### config.mk
export PLATFORM = sky130hd
export DESIGN_NAME = pitch_cmd_tx
export DESIGN_NICKNAME = d
export VERILOG_FILES = /design/src/rtl/pitch_cmd_tx.sv
export SDC_FILE = /design/constraint.sdc
export NUM_CORES = 1
export LEC_CHECK = 0
export ABC_CLOCK_PERIOD_IN_PS = 5700
export BUFFER_PORTS_ARGS = -buffer_cell sky130_fd_sc_hd__buf_2
export CAP_MARGIN = 20
export CORE_MARGIN = 1
export CORE_UTILIZATION = 50
export DETAILED_ROUTE_END_ITERATION = 12
export MAX_ROUTING_LAYER = met4
export PLACE_DENSITY_LB_ADDON = 0.2
export SKIP_CTS_REPAIR_TIMING = 1
export SLEW_MARGIN = 10
export SYNTH_ARGS = -nofsm -noshare
export SYNTH_HDL_FRONTEND = slang
export SYNTH_SLANG_ARGS = --single-unit
### constraint.sdc
create_clock -name clk -period 5.7 [get_ports clk]
set_input_delay 1.14 -clock clk [delete_from_list [all_inputs] [get_ports clk]]
set_output_delay 1.14 -clock clk [all_outputs]
set_load 0.05 [all_outputs]
### src/rtl/pitch_cmd_tx.sv
// Pitch command transmitter: quantises the stick reading to a 0..40 code and
// sends a 3-byte UART-style frame (sync, code, checksum), LSB first, 8N1.
module pitch_cmd_tx #(
  parameter int unsigned CLKS_PER_BIT = 868,
  parameter logic [7:0]  SYNC_BYTE    = 8'hA5
) (
  input  logic       clk,
  input  logic       rst,
  input  logic [7:0] stick_val,
  input  logic       send_req,
  output logic       tx,
  output logic       busy,
  output logic       done,
  output logic [7:0] pitch_code
);

  localparam int unsigned        CNT_W   = (CLKS_PER_BIT > 1) ? $clog2(CLKS_PER_BIT) : 1;
  localparam logic [CNT_W-1:0]   CNT_MAX = CNT_W'(CLKS_PER_BIT - 1);
  localparam logic [7:0]         NEUTRAL = 8'd20;

  typedef enum logic [1:0] {IDLE, START, DATA, STOP} state_t;

  state_t           state, state_nxt;
  logic [CNT_W-1:0] clk_cnt;
  logic [2:0]       bit_idx;
  logic [1:0]       byte_idx;
  logic [7:0]       checksum;
  logic [13:0]      product;
  logic [7:0]       code_new;
  logic [7:0]       cur_byte;
  logic             bit_end;
  logic             frame_end;

  // 255*41 = 10455 fits in 14 bits, so the shifted result never exceeds 40.
  always_comb begin
    product  = 14'(stick_val) * 14'd41;
    code_new = 8'(product >> 8);
  end

  always_comb begin
    case (byte_idx)
      2'd0:    cur_byte = SYNC_BYTE;
      2'd1:    cur_byte = pitch_code;
      default: cur_byte = checksum;
    endcase
  end

  assign bit_end   = (clk_cnt == CNT_MAX);
  assign frame_end = (state == STOP) && bit_end && (byte_idx == 2'd2);

  always_comb begin
    state_nxt = state;
    tx        = 1'b1;
    busy      = (state != IDLE);
    case (state)
      IDLE:  if (send_req) state_nxt = START;
      START: begin
        tx = 1'b0;
        if (bit_end) state_nxt = DATA;
      end
      DATA: begin
        tx = cur_byte[bit_idx];
        if (bit_end && (bit_idx == 3'd7)) state_nxt = STOP;
      end
      STOP: begin
        if (bit_end) state_nxt = (byte_idx == 2'd2) ? IDLE : START;
      end
      default: state_nxt = IDLE;
    endcase
  end

  always_ff @(posedge clk) begin
    if (rst) begin
      state      <= IDLE;
      clk_cnt    <= '0;
      bit_idx    <= '0;
      byte_idx   <= '0;
      checksum   <= '0;
      pitch_code <= NEUTRAL;
      done       <= 1'b0;
    end else begin
      state <= state_nxt;
      done  <= frame_end;
      case (state)
        IDLE: begin
          clk_cnt  <= '0;
          bit_idx  <= '0;
          byte_idx <= '0;
          if (send_req) begin
            pitch_code <= code_new;
            checksum   <= SYNC_BYTE ^ code_new;
          end
        end
        START: clk_cnt <= bit_end ? '0 : clk_cnt + 1'b1;
        DATA: begin
          clk_cnt <= bit_end ? '0 : clk_cnt + 1'b1;
          if (bit_end) bit_idx <= (bit_idx == 3'd7) ? 3'd0 : bit_idx + 3'd1;
        end
        STOP: begin
          clk_cnt <= bit_end ? '0 : clk_cnt + 1'b1;
          if (bit_end) byte_idx <= (byte_idx == 2'd2) ? 2'd0 : byte_idx + 2'd1;
        end
        default: clk_cnt <= '0;
      endcase
    end
  end

endmodule

After elaboration in Yosys (flattened, before gate mapping)
Index checks and enable logic that the tools add are counted.
{"block": "word_totals", "output_inout_bits": 11, "inputBits": 11, "ff_bits": 31}
{"block": "classes", "addsub": 3, "mux": 18, "n_eq_ne": 12, "n_reduce_logical": 13, "n_bitwise": 1, "magnitude_cmp": 1, "mul": 1}
{"op": "case mux 10 bit (2 select lines)", "n": 1}
{"op": "case mux 8 bit (2 select lines)", "n": 1}
{"op": "multiplier 8 x 6 -> 14 bit (second input constant)", "n": 1}
{"op": "two-way mux 2 bit", "n": 6}
{"op": "adder 10 x 1 -> 10 bit (second input constant)", "n": 1}
{"op": "equality test 10 bit (second input constant)", "n": 1}
{"op": "two-way mux 10 bit", "n": 1}
{"op": "!= test 2 bit (second input constant)", "n": 5}
{"op": "case mux 2 bit (4 select lines)", "n": 1}
{"op": "equality test 2 bit (second input constant)", "n": 3}
{"op": "two-way mux 3 bit", "n": 2}
{"op": "case mux 3 bit (2 select lines)", "n": 1}
{"op": "AND reduction 2 bit", "n": 3}
{"op": "nonzero test 2 bit", "n": 3}
{"op": "equality test 2 x 1 -> 1 bit (second input constant)", "n": 2}
{"op": "logical NOT 2 bit", "n": 2}
{"op": "< comparator 3 x 4 -> 1 bit (second input constant)", "n": 1}
{"op": "NOT 3 -> 4 bit", "n": 1}
{"op": "case mux 2 bit (2 select lines)", "n": 1}
{"op": "AND reduction 4 bit", "n": 1}
{"op": "adder 3 x 1 -> 3 bit (second input constant)", "n": 1}
{"op": "binary-select mux 1 bit (select 3 bit)", "n": 1}
{"op": "equality test 3 bit (second input constant)", "n": 1}
{"op": "logical AND 1 bit", "n": 3}
{"op": "other kinds (4)", "n": 5}

Logic depth before layout (Yosys ltp)
Gate-level depths: netlist of run 1.
{"block": "logic_depth", "ltp_word": 5, "depth_mapped": 10, "ltp_nobuf": 9}

Least setup slack after synthesis of run 1
No wires, ideal clock.
{"block": "synth_path", "path_type": "input to register", "startpoint": "in stick_val[2]", "endpoint": "reg checksum[5]", "n_path_buf": 0, "slack_ps": 2150, "arrival_time_ps": 3492, "path_stages": 9, "path_cell_list": "ha_1 > fa_1 > ha_1 > ha_1 > a21oi_1 > o221ai_1 > a211oi_1 > mux2i_1 > o211a_1"}
{"block": "synth_via", "elab_chain_cells": 2}
{"item": "start: declaration", "line_no": "9", "source": "input logic [7:0] stick_val,"}
{"item": "multiplier 8 x 6 -> 14 bit", "line_no": "36", "source": "product = 14'(stick_val) * 14'd41;"}
{"item": "NOT 3 -> 4 bit (no source line)"}
{"item": "end signal: assignment", "line_no": "91", "source": "checksum <= SYNC_BYTE ^ code_new;"}
{"item": "end: declaration", "line_no": "27", "source": "logic [7:0] checksum;"}
Every way passes these cells.
A chain may end at the register's enable or synchronous reset.

Worst setup path after layout of run 1
Ends and elaborated chain as after synthesis.

==> impl_metrics.prom, run 1 <==
# TYPE chip_impl_metric gauge
chip_impl_metric{name="worst-endpoint-required",unit="ps"} 5920
chip_impl_metric{name="ys_seq_area_share",unit="%"} 29.4
chip_impl_info{name="busiest_layer",value="met2"} 1
chip_impl_metric{name="clkSinkCount",unit=""} 29
chip_impl_metric{name="worst_r2r_path_depth",unit=""} 5
chip_impl_metric{name="finalNetCount",unit=""} 282
chip_impl_metric{name="cap_viol_max_count",unit=""} 0
chip_impl_metric{name="grt_overflow_total",unit=""} 0
chip_impl_metric{name="first_global_vias",unit=""} 1421
chip_impl_metric{name="cts-buffers-inserted",unit=""} 5
chip_impl_metric{name="finalCritPeriodShare",unit="%"} 62.4
chip_impl_metric{name="route.detailed.wl_per_inst",unit="um"} 13.1
chip_impl_metric{name="place.detailed.hpwl",unit="um"} 2910
chip_impl_metric{name="synth_enable_flop_cells",unit=""} 0
chip_impl_metric{name="viasPerCell",unit=""} 5.55
chip_impl_metric{name="yosys.area.top_type_share",unit="%"} 29.4
chip_impl_metric{name="clockBufferDepth",unit=""} 2
chip_impl_metric{name="fp.dieW",unit="um"} 64.8
chip_impl_metric{name="power_density_cells",unit="nW/um2"} 354
chip_impl_metric{name="crit_fanout",unit=""} 3
chip_impl_info{name="unrepaired_setup_endpoints_after_global_routing",value="false"} 1
chip_impl_info{name="holdCritPathClass",value="reg2reg"} 1
chip_impl_metric{name="syn2layout_area_growth",unit="%"} 9.44
chip_impl_metric{name="initial_utilization",unit="%"} 53.1
chip_impl_info{name="final_common_cell",value="sky130_fd_sc_hd__ha_1"} 1
chip_impl_info{name="hold_path.startpoint",value="clk_cnt[0]"} 1
chip_impl_metric{name="power",unit="mW"} 0.766
chip_impl_metric{name="coreArea",unit="um2"} 3720
chip_impl_metric{name="num_io_pins",unit=""} 22
chip_impl_metric{name="worstPathArrival",unit="ps"} 3780
chip_impl_info{name="hold_path_end",value="clk_cnt[0]"} 1
chip_impl_metric{name="post-route-util",unit="%"} 58.1
chip_impl_metric{name="final.setup.worst_slack",unit="ps"} 2140
chip_impl_metric{name="dp_worst_setup_slack",unit="ps"} 1850
chip_impl_info{name="status",value="complete, no violations"} 1
chip_impl_metric{name="drt-total-wl",unit="um"} 3720
chip_impl_info{name="worstSetupStartpoint",value="stick_val[2]"} 1
chip_impl_metric{name="dieArea",unit="um2"} 4200
chip_impl_metric{name="grtUsageTotal",unit="%"} 20.6
chip_impl_info{name="worst_setup_path_start_kind",value="primary input"} 1
chip_impl_metric{name="instances_no_fill",unit=""} 283
chip_impl_metric{name="drt_pass1_iterations",unit=""} 4
chip_impl_metric{name="row_cnt",unit=""} 22
chip_impl_metric{name="grt_max_degree",unit=""} 21
chip_impl_metric{name="netlist_instances",unit=""} 220
chip_impl_metric{name="vdd_ir_drop_max",unit="V"} 0.000147
chip_impl_metric{name="postSynthRegisterBits",unit=""} 29
chip_impl_metric{name="r2r_slack",unit="ps"} 3700
chip_impl_metric{name="report.final.hold_viol_count",unit=""} 0
chip_impl_info{name="synth_top_cells_by_area",value="sky130_fd_sc_hd__dfxtp_1, sky130_fd_sc_hd__ha_1, sky130_fd_sc_hd__nor2_1"} 1
chip_impl_metric{name="report.final.setup_viol",unit=""} 0
chip_impl_metric{name="minimum_period_implied_by_the_final_worst_setup_slack",unit="ps"} 3560
chip_impl_metric{name="synthesized_area",unit="um2"} 1970
chip_impl_metric{name="placed_instance_count",unit=""} 276
chip_impl_metric{name="avgSynthCellArea",unit="um2"} 8.97
chip_impl_metric{name="gr-usage-met1",unit="%"} 27.1
chip_impl_metric{name="grt_antenna_before_repair",unit=""} 0
chip_impl_info{name="layout_common_cells",value="sky130_fd_sc_hd__ha_1, sky130_fd_sc_hd__dfxtp_1, sky130_fd_sc_hd__nor2_1, sky130_fd_sc_hd__buf_2"} 1
chip_impl_info{name="synthDominantAreaCellType",value="sky130_fd_sc_hd__dfxtp_1"} 1
chip_impl_metric{name="grt_use_met2",unit="%"} 30.6
chip_impl_metric{name="met3_usage",unit="%"} 4.40
chip_impl_metric{name="count_of_buffers_from_port_buffering",unit=""} 19
chip_impl_metric{name="grt_pass1_wl",unit="um"} 6420
chip_impl_info{name="timing.rr.start",value="state[0]"} 1
chip_impl_metric{name="postRouteAntennaNets",unit=""} 0
chip_impl_metric{name="htree_num_levels",unit=""} 2
chip_impl_metric{name="fin_skew",unit="ps"} 1.82
chip_impl_info{name="worstReg2RegEnd",value="checksum[0]"} 1
chip_impl_metric{name="clk_latency",unit="ps"} 280
chip_impl_metric{name="achievable-frequency",unit="MHz"} 281
chip_impl_info{name="synth_top_flop_cell",value="sky130_fd_sc_hd__dfxtp_1"} 1
chip_impl_metric{name="globalplace.congestion",unit=""} 0.841
chip_impl_metric{name="synth.yosys.warnings",unit=""} 0
chip_impl_metric{name="die_height",unit="um"} 64.8
chip_impl_info{name="cts_tree",value="yes"} 1
chip_impl_info{name="criticalPathCategory",value="in2reg"} 1
chip_impl_metric{name="antenna_diodes",unit=""} 0
chip_impl_metric{name="min_delay_path_depth",unit=""} 1
chip_impl_metric{name="setup-tns-final",unit="ps"} 0
chip_impl_metric{name="initialDrtViolationCount",unit=""} 69
chip_impl_metric{name="worst_setup_hold_path_clk_slew",unit="ps"} 60
chip_impl_metric{name="drt_drc_violations_left",unit=""} 0
chip_impl_info{name="crit_path_end_kind",value="register"} 1
chip_impl_metric{name="async_set_or_reset_register_ratio_after_synthesis",unit="%"} 0
chip_impl_info{name="clockRootBuffer",value="sky130_fd_sc_hd__clkbuf_8"} 1
chip_impl_metric{name="dr_total_vias",unit=""} 1570
chip_impl_metric{name="post_synth_num_cell_types",unit=""} 46
chip_impl_metric{name="slew_viols_final",unit=""} 0
chip_impl_metric{name="power.static_leakage",unit="nW"} 0.979
chip_impl_metric{name="drive_gt1_share",unit="%"} 14.0
[critical path: stages]
cell and delay, ps:
sky130_fd_sc_hd__buf_2 110, sky130_fd_sc_hd__ha_1 310, sky130_fd_sc_hd__fa_1 460, sky130_fd_sc_hd__ha_1 300
sky130_fd_sc_hd__ha_1 330, sky130_fd_sc_hd__a21oi_1 200, sky130_fd_sc_hd__o221ai_1 210, sky130_fd_sc_hd__a211oi_1 300
sky130_fd_sc_hd__mux2i_1 260, sky130_fd_sc_hd__o211a_1 170
[metal layers]
| metal | up-vias | share of wire (%) |
|---|---|---|
| li1 | 828 | - |
| met1 | 711 | 52 |
| met2 | 26 | 44 |
| met3 | 5 | 3.2 |
| met4 | 0 | 1.3 |
| met5 | - | 0 |
[worst max path at each step]
stage	slack, ps	cells past startpoint	end
after CTS	2150	10	checksum[5]
after detailed placement	1850	10	checksum[5]
after floorplan	2150	9	checksum[5]
after global routing	1980	10	checksum[5]
after global placement	1930	10	checksum[5]
final	2140	10	checksum[5]
[registers in the layout, summed over array words and instances (netlist names)]
name	flops
checksum	7
state	2
bit_idx	3
pitch_code	4
clk_cnt	10
byte_idx	2
done	1
[kinds of logic after synthesis]
| logic type | count (synthesis) | synth area share [%] |
|---|---|---|
| and+or+nand+nor | 80 | 21.0 |
| AOI/OAI and AO/OA | 39 | 14.3 |
| adders and majority gates | 36 | 23.6 |
| DFF | 29 | 29.4 |
| buffers and inverters | 21 | 4.88 |
| xor gates and xnor gates | 8 | 3.55 |
| muxes | 6 | 3.04 |
| other | 1 | 0.190 |
[through the flow]
stage | hold WS, ps | cell area, um2
after CTS | 461 | 2160
after floorplan | 426 | 1980
after detailed placement | 453 | 2070
after global placement | 444 | 2070
final | 460 | 2160
after global routing | 475 | 2160
[cell usage after synthesis (2+ instances only)]
master and number:
sky130_fd_sc_hd__o211a_1 2, sky130_fd_sc_hd__a22oi_1 3, sky130_fd_sc_hd__ha_1 34, sky130_fd_sc_hd__dfxtp_1 29, sky130_fd_sc_hd__nor3_1 4, sky130_fd_sc_hd__nand4_1 3
sky130_fd_sc_hd__inv_1 9, sky130_fd_sc_hd__and3_1 8, sky130_fd_sc_hd__fa_1 2, sky130_fd_sc_hd__nor2_1 19, sky130_fd_sc_hd__mux2i_1 6, sky130_fd_sc_hd__buf_4 4
sky130_fd_sc_hd__nand3_1 13, sky130_fd_sc_hd__o21ai_0 4, sky130_fd_sc_hd__nor2b_1 2, sky130_fd_sc_hd__a211oi_1 4, sky130_fd_sc_hd__and2_1 2, sky130_fd_sc_hd__clkbuf_1 5
sky130_fd_sc_hd__a21oi_1 11, sky130_fd_sc_hd__xor2_1 5, sky130_fd_sc_hd__xnor2_1 3, sky130_fd_sc_hd__o22ai_1 2, sky130_fd_sc_hd__nand2b_1 5, sky130_fd_sc_hd__nand2_1 13
sky130_fd_sc_hd__buf_2 2, sky130_fd_sc_hd__a31oi_1 2, sky130_fd_sc_hd__o221ai_1 3, sky130_fd_sc_hd__or3_1 3
[final cells by class]
| class | instances | area [um2] |
|---|---|---|
| Fill cell | 365 | 1560 |
| Multi-Input combinational cell | 171 | 1300 |
| Sequential cell | 29 | 581 |
| Timing Repair Buffer | 19 | 95.1 |
| Clock buffer | 6 | 82.6 |
| Tap cell | 48 | 60.1 |
| Inverter | 9 | 33.8 |
| Clock inverter | 1 | 7.51 |
[where the power goes]
part,internal (mW),switching (mW)
Combinational,0.117,0.220
Sequential,0.234,0.0263
Clock,0.0951,0.0740
Note: power is estimated with default switching activity, not from simulation.
==> inputs of run 2 (changes only) <==
- ABC_CLOCK_PERIOD_IN_PS: 5700 -> 3170
- clock period: 5.7 -> 3.17 ns (I/O delays scaled with it)
==> run 2 against run 1 <==
Net effect:
- count of clock-buffer cells in the layout grew 1
- combinational power up 86%
- final cell count increased by 2.8%
- sequential share of layout area is 0.77 points lower
- clock skew rose by 3.8 ps
- via count is 2.1% higher
- sequential cell count unchanged
- critical path depth unchanged
- wire length is 1.2% lower
- critical endpoint unchanged
==> impl_metrics.prom, run 2 (same netlist as run 1, synthesis figures left out) <==
# TYPE chip_impl_metric gauge
chip_impl_metric{name="share_comb_of_total_power",unit="%"} 44.3
chip_impl_metric{name="power.static_leakage",unit="nW"} 1.02
chip_impl_info{name="clockRootBuffer",value="sky130_fd_sc_hd__clkbuf_8"} 1
chip_impl_info{name="criticalPathCategory",value="in2reg"} 1
chip_impl_metric{name="initialDrtViolationCount",unit=""} 138
chip_impl_metric{name="slew_viols_final",unit=""} 0
chip_impl_metric{name="vdd_ir_drop_max",unit="V"} 0.000454
chip_impl_metric{name="p_int",unit="mW"} 0.842
chip_impl_info{name="top_regs",value="clk_cnt (10), checksum (7), pitch_code (4)"} 1
chip_impl_info{name="status",value="complete, no violations"} 1
chip_impl_metric{name="grt_pass1_wl",unit="um"} 6510
chip_impl_metric{name="setup-tns-final",unit="ps"} 0
chip_impl_metric{name="first_global_vias",unit=""} 1478
chip_impl_metric{name="report.final.hold_viol_count",unit=""} 0
chip_impl_metric{name="dieArea",unit="um2"} 4200
chip_impl_metric{name="die_height",unit="um"} 64.8
chip_impl_metric{name="grt_antenna_before_repair",unit=""} 0
chip_impl_metric{name="dp_worst_setup_slack",unit="ps"} -154
chip_impl_metric{name="sw_frac_of_total",unit="%"} 40.7
chip_impl_metric{name="achievable-frequency",unit="MHz"} 329
chip_impl_metric{name="clk_latency",unit="ps"} 270
chip_impl_metric{name="syn2layout_area_growth",unit="%"} 12.7
chip_impl_metric{name="postRouteAntennaNets",unit=""} 0
chip_impl_metric{name="drt_drc_violations_left",unit=""} 0
chip_impl_metric{name="power_density_cells",unit="nW/um2"} 638
chip_impl_metric{name="worst-path-buf-inv",unit=""} 1
chip_impl_info{name="layout_common_cells",value="sky130_fd_sc_hd__ha_1, sky130_fd_sc_hd__dfxtp_1, sky130_fd_sc_hd__nor2_1, sky130_fd_sc_hd__buf_2"} 1
chip_impl_info{name="hold_path.startpoint",value="clk_cnt[0]"} 1
chip_impl_metric{name="multi_input_area",unit="um2"} 1300
chip_impl_metric{name="drt-total-wl",unit="um"} 3670
chip_impl_metric{name="place.detailed.hpwl",unit="um"} 2790
chip_impl_info{name="crit_path_end_kind",value="register"} 1
chip_impl_metric{name="count_of_buffers_from_port_buffering",unit=""} 19
chip_impl_metric{name="grt_max_degree",unit=""} 21
chip_impl_metric{name="globalplace.congestion",unit=""} 0.783
chip_impl_metric{name="finalCritPeriodShare",unit="%"} 95.9
chip_impl_metric{name="part_of_the_total_power_dissipated_in_sequential_elements",unit="%"} 32.6
chip_impl_metric{name="drt_pass1_iterations",unit=""} 4
chip_impl_metric{name="fp.dieW",unit="um"} 64.8
chip_impl_info{name="worst_setup_path_start_kind",value="primary input"} 1
chip_impl_metric{name="worst_setup_hold_path_clk_slew",unit="ps"} 60
chip_impl_metric{name="crit_fanout",unit=""} 3
chip_impl_metric{name="fin_skew",unit="ps"} 5.58
chip_impl_metric{name="htree_num_levels",unit=""} 2
chip_impl_info{name="largest_reg_by_ff_count",value="clk_cnt"} 1
chip_impl_info{name="path_delay_family",value="adder cells"} 1
chip_impl_metric{name="final.setup.worst_slack",unit="ps"} 129
chip_impl_info{name="timing.rr.start",value="state[0]"} 1
chip_impl_info{name="crit_path_cell_trace",value="buf_2 -> ha_1 -> fa_1 -> ha_1 -> ha_1 -> a21oi_1 -> o221ai_1 -> a211oi_1 -> mux2i_1 -> o211a_1"} 1
chip_impl_info{name="holdCritPathClass",value="reg2reg"} 1
chip_impl_info{name="unrepaired_setup_endpoints_after_global_routing",value="false"} 1
chip_impl_metric{name="route.detailed.wl_per_inst",unit="um"} 12.6
chip_impl_metric{name="largest_register_ffs",unit=""} 10
chip_impl_metric{name="layout.filler_cells",unit=""} 344
chip_impl_info{name="final_common_cell",value="sky130_fd_sc_hd__ha_1"} 1
chip_impl_metric{name="finalNetCount",unit=""} 289
chip_impl_metric{name="p_switching",unit="mW"} 0.578
chip_impl_metric{name="clkSinkCount",unit=""} 29
chip_impl_metric{name="grtUsageTotal",unit="%"} 20.2
chip_impl_metric{name="cap_viol_max_count",unit=""} 0
chip_impl_info{name="cts_tree",value="yes"} 1
chip_impl_metric{name="seq_area",unit="um2"} 581
chip_impl_metric{name="worst_path_largest_cell_delay",unit="ps"} 460
chip_impl_metric{name="dr_total_vias",unit=""} 1603
chip_impl_metric{name="cts-buffers-inserted",unit=""} 5
chip_impl_info{name="crit_top_cell",value="sky130_fd_sc_hd__ha_1"} 1
chip_impl_metric{name="antenna_diodes",unit=""} 0
chip_impl_metric{name="initial_utilization",unit="%"} 53.1
chip_impl_metric{name="worst-endpoint-required",unit="ps"} 3390
chip_impl_info{name="critical_path.slowest_cell",value="sky130_fd_sc_hd__fa_1"} 1
chip_impl_metric{name="viasPerCell",unit=""} 5.51
chip_impl_metric{name="grt_overflow_total",unit=""} 0
chip_impl_metric{name="worstPathArrival",unit="ps"} 3260
chip_impl_metric{name="drive_gt1_share",unit="%"} 16.9
chip_impl_metric{name="clockBufferDepth",unit=""} 2
chip_impl_metric{name="report.final.setup_viol",unit=""} 0
chip_impl_metric{name="clock_power_share",unit="%"} 23.1
chip_impl_metric{name="num_io_pins",unit=""} 22
chip_impl_metric{name="minimum_period_implied_by_the_final_worst_setup_slack",unit="ps"} 3040
chip_impl_metric{name="coreArea",unit="um2"} 3720
chip_impl_metric{name="row_cnt",unit=""} 22
chip_impl_info{name="worstSetupStartpoint",value="stick_val[2]"} 1
[run 2: worst paths after layout]
| kind | slack (ps) | cells past startpoint | end |
|---|---|---|---|
| worst min register to register | 460 | 1 | clk_cnt[0] |
| worst max register to register | 1240 | 5 | checksum[0] |
| worst min-delay path | 460 | 1 | clk_cnt[0] |
| worst max-delay path | 130 | 10 | checksum[5] |
[run 2: worst register-to-register path: stages, from the launching register on]
cell                      delay, ps
sky130_fd_sc_hd__dfxtp_1        330
sky130_fd_sc_hd__inv_1          140
sky130_fd_sc_hd__ha_1           400
sky130_fd_sc_hd__nand2_1        350
sky130_fd_sc_hd__or3_1          480
sky130_fd_sc_hd__o211a_1        140
[run 2: routing by layer]
layer	global-route usage, %	vias to the layer above	share of wire, %
met3	5.99	5	3.3
li1	-	835	-
met1	28.3	736	53
met4	4.17	0	0.87
met2	28.3	27	43
met5	-	-	0
[run 2: area by class of cell]
type                       instances  share of cell area (%)
sequential                        29                    26.1
multi-input combinational        171                    58.5
clock inverter                     1                   0.225
timing repair buffer              26                    6.64
inverter                           9                    1.52
clock buffer                       7                    4.33
tap                               48                    2.70
[run 2: per-stage QoR]
stage / power (mW) / hold slack [ps] / area [um2] / utilization (%) / cells
after global routing: 1.52 / 496 / 2220 / 59.9 / 291
after CTS: 1.43 / 466 / 2220 / 59.9 / 291
after detailed placement: 1.10 / 450 / 2120 / 57.1 / 283
after global placement: 1.09 / 443 / 2120 / 57.1 / 283
after floorplan: 0.970 / 426 / 1980 / - / 221
final: 1.42 / 460 / 2220 / 59.9 / 291
[run 2: power groups by stage]
stage | sequential, mW | combinational (mW) | clock (mW)
after global routing | 0.473 | 0.692 | 0.357
after detailed placement | 0.471 | 0.626 | 0
after floorplan | 0.503 | 0.467 | 0
final | 0.463 | 0.628 | 0.328
after CTS | 0.463 | 0.629 | 0.337
after global placement | 0.470 | 0.623 | 0
